==> config.mk <==
export PLATFORM = sky130hd
export DESIGN_NAME = load_store_sequencer
export DESIGN_NICKNAME = d
export VERILOG_FILES = /design/src/rtl/lsu_pkg.sv /design/src/rtl/lsu_byte_lane.sv /design/src/rtl/load_store_sequencer.sv
export SDC_FILE = /design/constraint.sdc
export NUM_CORES = 1
export LEC_CHECK = 0
export ABC_AREA = 1
export BUFFER_PORTS_ARGS = -buffer_cell sky130_fd_sc_hd__clkbuf_2
export CORE_UTILIZATION = 27
export CTS_CLUSTER_DIAMETER = 200
export DETAILED_ROUTE_END_ITERATION = 6
export GPL_ROUTABILITY_DRIVEN = 0
export PLACE_DENSITY_LB_ADDON = 0.12
export SLEW_MARGIN = 25
export SYNTH_ARGS = -nofsm -noshare
export SYNTH_HDL_FRONTEND = slang
export SYNTH_SLANG_ARGS = --single-unit
==> constraint.sdc <==
create_clock -name clk -period 5.1 [get_ports clk]
set_input_delay 1.02 -clock clk [delete_from_list [all_inputs] [get_ports clk]]
set_output_delay 1.02 -clock clk [all_outputs]
set_load 0.01 [all_outputs]
==> src/rtl/lsu_pkg.sv <==
// Shared encodings and lane helpers for the load/store sequencer.
// Big-endian lane numbering: offset 0 is the most significant byte.
package lsu_pkg;

  localparam logic [1:0] SIZE_BYTE = 2'b00;
  localparam logic [1:0] SIZE_HALF = 2'b01;
  localparam logic [1:0] SIZE_WORD = 2'b10;
  localparam logic [1:0] SIZE_BAD  = 2'b11;

  typedef enum logic [1:0] {
    IDLE,
    ACCESS,
    MERGE,
    RESP
  } state_t;

  localparam logic [31:0] LANE_BYTE = 32'h0000_00ff;
  localparam logic [31:0] LANE_HALF = 32'h0000_ffff;

  // Bit position of the addressed lane's LSB within the word.
  function automatic logic [4:0] lane_shift(
    input logic [1:0] size,
    input logic [1:0] off
  );
    if (size == SIZE_HALF)
      lane_shift = {~off[1], 4'b0000};
    else
      lane_shift = {~off, 3'b000};
  endfunction

endpackage

==> src/rtl/lsu_byte_lane.sv <==
// Big-endian lane extract for loads and lane merge for stores.
// Shared by the load path and the read-modify-write path.
module lsu_byte_lane
  import lsu_pkg::*;
(
  input  logic [31:0] word,
  input  logic [1:0]  off,
  input  logic [1:0]  size,
  input  logic        sgn,
  input  logic [31:0] wdata,
  output logic [31:0] load,
  output logic [31:0] merged
);

  logic [4:0]  sh;
  logic [15:0] lane;
  logic [31:0] mask;

  always_comb begin
    sh     = lane_shift(size, off);
    lane   = 16'(word >> sh);
    mask   = LANE_BYTE;
    load   = word;
    merged = wdata;
    case (size)
      SIZE_BYTE: begin
        mask   = LANE_BYTE;
        load   = {{24{sgn & lane[7]}}, lane[7:0]};
        merged = (word & ~(mask << sh))
               | ((wdata & mask) << sh);
      end
      SIZE_HALF: begin
        mask   = LANE_HALF;
        load   = {{16{sgn & lane[15]}}, lane};
        merged = (word & ~(mask << sh))
               | ((wdata & mask) << sh);
      end
      default: begin
        load   = word;
        merged = wdata;
      end
    endcase
  end

endmodule

==> src/rtl/load_store_sequencer.sv <==
// Byte/half/word load-store sequencer for a word-wide memory.
// Sub-word stores go through a read-modify-write in MERGE.
module load_store_sequencer
  import lsu_pkg::*;
#(
  parameter int MEMORY_SIZE = 64
) (
  input  logic        clk,
  input  logic        rst,
  input  logic        req_valid,
  output logic        req_ready,
  input  logic        req_write,
  input  logic [1:0]  req_size,
  input  logic        req_signed,
  input  logic [31:0] req_addr,
  input  logic [31:0] req_wdata,
  output logic        resp_valid,
  output logic [31:0] resp_rdata,
  output logic        resp_err,
  output logic [31:0] mem_addr,
  output logic [31:0] mem_wdata,
  output logic        mem_write,
  input  logic [31:0] mem_rdata
);

  localparam logic [31:0] LAST_WORD =
    32'(MEMORY_SIZE - 4);

  state_t      state;
  logic [1:0]  off_q;
  logic [1:0]  size_q;
  logic        sgn_q;
  logic        write_q;
  logic [31:0] wdata_q;
  logic        bad;
  logic [31:0] lane_load;
  logic [31:0] lane_merged;

  assign req_ready = (state == IDLE);

  assign bad = (req_size == SIZE_BAD)
    || (req_size == SIZE_HALF && req_addr[0])
    || (req_size == SIZE_WORD && req_addr[1:0] != 2'b00)
    || ({req_addr[31:2], 2'b00} > LAST_WORD);

  lsu_byte_lane u_lane (
    .word   (mem_rdata),
    .off    (off_q),
    .size   (size_q),
    .sgn    (sgn_q),
    .wdata  (wdata_q),
    .load   (lane_load),
    .merged (lane_merged)
  );

  always_ff @(posedge clk or posedge rst) begin
    if (rst) begin
      state      <= IDLE;
      off_q      <= '0;
      size_q     <= '0;
      sgn_q      <= 1'b0;
      write_q    <= 1'b0;
      wdata_q    <= '0;
      resp_valid <= 1'b0;
      resp_rdata <= '0;
      resp_err   <= 1'b0;
      mem_addr   <= '0;
      mem_wdata  <= '0;
      mem_write  <= 1'b0;
    end else begin
      case (state)
        IDLE: begin
          if (req_valid) begin
            off_q   <= req_addr[1:0];
            size_q  <= req_size;
            sgn_q   <= req_signed;
            write_q <= req_write;
            wdata_q <= req_wdata;
            if (bad) begin
              state      <= RESP;
              resp_valid <= 1'b1;
              resp_err   <= 1'b1;
            end else begin
              state    <= ACCESS;
              mem_addr <= {req_addr[31:2], 2'b00};
              if (req_write && req_size == SIZE_WORD) begin
                mem_write <= 1'b1;
                mem_wdata <= req_wdata;
              end
            end
          end
        end
        ACCESS: begin
          if (write_q && size_q != SIZE_WORD) begin
            state     <= MERGE;
            mem_write <= 1'b1;
            mem_wdata <= lane_merged;
          end else begin
            state      <= RESP;
            resp_valid <= 1'b1;
            resp_rdata <= write_q ? '0 : lane_load;
            mem_write  <= 1'b0;
            mem_addr   <= '0;
            mem_wdata  <= '0;
          end
        end
        MERGE: begin
          state      <= RESP;
          resp_valid <= 1'b1;
          mem_write  <= 1'b0;
          mem_addr   <= '0;
          mem_wdata  <= '0;
        end
        RESP: begin
          state      <= IDLE;
          resp_valid <= 1'b0;
          resp_rdata <= '0;
          resp_err   <= 1'b0;
        end
        default: state <= IDLE;
      endcase
    end
  end

endmodule

==> impl_metrics.csv <==
group,metric,value,unit
worst_setup_path,arrival,3.63,ns
sta,setup_tns,0,ns
detailed_routing,vias,7697,
synth,synth_cell_type_count,34,
sta,fin_crit,3.270,ns
global_routing,grt_pass1_wl,44040,um
final_layout,layout_commonest_cell,"nand2_1",
synth,synth_xor_area_share,0,%
power_and_ir_drop,power_density,683.7,nW/um2
clock_tree,tritoncts,"yes",
detailed_routing,drt.antenna.violating_nets,0,
floorplan,dieWidth,172.0,um
worst_setup_path,cp_slowest_cell,"inv_1",
final_layout,num_antenna_cells,0,
power_and_ir_drop,power_switching,3.212,mW
global_routing,first_global_vias,7594,
worst_setup_path,crit_fanout,40,
sta,tightest_slew,0.7842,ns
sta,finalSetupViolCount,0,
detailed_routing,totalWireLength,28540,um
detailed_routing,wl_per_cell,17.47,um
clock_tree,clock-sinks,137,
clock_tree,clk_pin_slew,0.07,ns
worst_setup_path,cp_slowest_stage_delay,0.53,ns
power_and_ir_drop,internal_power,3.386,mW
synth,muxShareOfSynthArea,3.754,%
clock_tree,clkLatencyLatePin,0.43,ns
worst_setup_path,crit_family,"simple AND/OR/NAND/NOR gates",
clock_tree,cts_buffers,17,
worst_setup_path,path_common_cell,"nand2_1",
synth,syn_area,7800,um2
status,status,"completed",
power_and_ir_drop,combPwrFrac,53.0,%
power_and_ir_drop,finalPower,6.599,mW
sta,slew_headroom,47.67,%
placement,port_buffers,200,
sta,rsz0062_at_grt,"no",
floorplan,core,28090,um2
clock_tree,cts-resized-gates,0,
global_routing,grt_use_total,19.68,%
worst_setup_path,cp.required,5.46,ns
floorplan,rows,61,
sta,fin_skew,0.01383,ns
final_layout,most-common-layout-cells,"428 x nand2_1, 200 x clkbuf_2, 137 x dfrtp_1",
worst_setup_path,critPathCaptureType,"flip-flop",
global_routing,grt_max_degree,67,
sta,finalCritPeriodShare,64.13,%
placement,dp_hpwl,20600,um
power_and_ir_drop,clkPwrFrac,19.5,%
detailed_routing,drc,0,
final_layout,drive_gt1_share,23.59,%
final_layout,nets,1348,
synth,ys_warn_count,0,
synth,synth_compound_area_share,7.186,%
global_routing,antenna_found_initial,0,
synth,ys_seq_elements,137,
power_and_ir_drop,p_seq_share,27.5,%
floorplan,dieHeight,172.0,um
sta,hold_viol_final,0,
sta,max_freq,305.8,MHz
synth,synth-seq-area-share,43.95,%
worst_setup_path,startpoint_type,"flip-flop",
power_and_ir_drop,switching_share,48.68,%
clock_tree,cts_max_path_buffers,2,
floorplan,die-area,29570,um2
clock_tree,ctsHtreeMaxLevel,4,
worst_setup_path,worstSetupPathType,"reg2reg",
clock_tree,cts_root_buf,"clkbuf_16",
power_and_ir_drop,leakagePower,5.300,nW
floorplan,start_util,27.77,%
job,drv_cap,0,
synth,netlist_instances,1078,
clock_tree,post_cts_buffers,0,
synth,synth-adder-area-share,0.4812,%
synth,synth-simple-area-share,37.81,%
final_layout,syn_to_final_growth,23.74,%
global_routing,grt.overflow.total,0,
detailed_routing,via_per_inst,4.713,
synth,syn_avg_cell_area,7.236,um2
floorplan,ios,203,
power_and_ir_drop,ir_drop,282.9,uV
worst_setup_path,crit_chain,"buf_4 -> inv_2 -> nand2_4 -> nand2_4 -> nand2_2 -> nand2_1 -> inv_1 -> nor2_1 -> o21ai_0 -> nand2_1 -> nand2_1",
sta,maxSlewViolCount,0,
detailed_routing,drtIter0Drc,561,
synth,synth_top_family_by_area,"simple AND/OR/NAND/NOR gates",
worst_setup_path,path_buf_inv,3,
min_path,hold_class,"reg2reg",
detailed_routing,dr.pass1.iters,5,
clock_tree,cts.hold.buffers_added,0,
## power groups by stage
stage | registers, mW | logic [mW] | clock network, mW
final | 1.81 | 3.50 | 1.29
after global routing | 1.86 | 3.98 | 1.37
after CTS | 1.82 | 3.55 | 1.32
after detailed placement | 1.84 | 3.54 | 0
after global placement | 1.83 | 3.52 | 0
after floorplan | 1.87 | 2.42 | 0
## per-stage QoR
step | instances | cell area (um2) | worst slack [ns] | hold WS (ns) | utilization [%]
floorplan | 1079 | 7804 | 0.4122 | 0.4731 | -
global placement | 1601 | 9047 | 1.794 | 0.4575 | 32.21
detailed placement | 1601 | 9050 | 1.723 | 0.4571 | 32.22
CTS | 1633 | 9649 | 1.860 | 0.4747 | 34.36
global route | 1633 | 9652 | 1.563 | 0.4963 | 34.36
finish | 1633 | 9652 | 1.830 | 0.4703 | 34.36
## Yosys cell counts
cell type    n  area, um2
buf_6        3      33.78
nor3_1       1      5.000
o221ai_1     3      26.28
nand3_2      1      10.01
nand3b_1    24      180.2
nand2_2      3      18.77
mux2_2      26      292.8
inv_2        3      11.26
buf_1        7      26.28
o22ai_1      9      56.30
o211ai_1    11      82.58
inv_4        2      12.51
or2_2        1      6.260
ha_1         3      37.54
buf_4        8      60.06
nor2_2       2      12.51
nand3_4      2      35.03
buf_2       22      110.1
a21oi_1     44      220.2
o21ai_0     28      140.1
nand2_4      3      33.78
nor3_2       1      10.01
nand4_1     11      68.82
clkbuf_1    29      108.9
or2_1        1      6.260
nor2_1      93      349.1
inv_1       44      165.2
dfrtp_1    137       3428
nand2_1    430       1614
conb_1       1      3.750
o21ai_1      7      35.03
nand4_2      1      12.51
nand3_1    116      580.6
and3_1       1      6.260
## area by class of cell
cell class / instances / area [um2]
sequential: 137 / 3428
tap: 378 / 473.0
timing repair buffer: 213 / 1099
clock inverter: 14 / 160.2
multi-input combinational: 824 / 3859
fill: 3153 / 18440
clock buffer: 18 / 439.2
inverter: 49 / 193.9
## worst paths after layout
kind                              start  cells after the start  slack [ns]             end
max                           size_q[1]                     11        1.83    mem_wdata[7]
max in group asynchronous           rst                      3        3.46     wdata_q[18]
max reg2reg                   size_q[1]                     11        1.83    mem_wdata[7]
min                        mem_addr[16]                      2        0.47    mem_addr[16]
min in group asynchronous           rst                      2        0.67  resp_rdata[25]
min reg2reg                mem_addr[16]                      2        0.47    mem_addr[16]
## sequential cells by signal, summed over array words and instances (netlist names), 2 cells and up
name        cells
off_q           2
size_q          2
mem_addr       30
state           2
wdata_q        32
resp_rdata     32
mem_wdata      32
## tightest hold or removal path: stages (launching register included)
cell and delay (ns):
dfrtp_1 0.34, nand2_1 0.05, nand2_1 0.05
## cell families after synthesis
kind of cell / count (synthesis)
adders and majority gates: 3
muxes: 26
buffers and inverters: 118
other: 1
and+or+nand+nor: 691
DFF: 137
AOI/OAI and AO/OA: 102
## metal layers
metal | up-vias | global-route usage [%] | share of wire (%) | wire [um]
li1 | 3813 | - | - | -
met1 | 3634 | 26.11 | 46 | 13090
met2 | 221 | 32.71 | 48 | 13600
met3 | 29 | 2.884 | 4.5 | 1297
met4 | 0 | 6.426 | 1.9 | 547
met5 | - | 0 | 0 | 0
No activity file was read; power rests on OpenSTA's default activity.
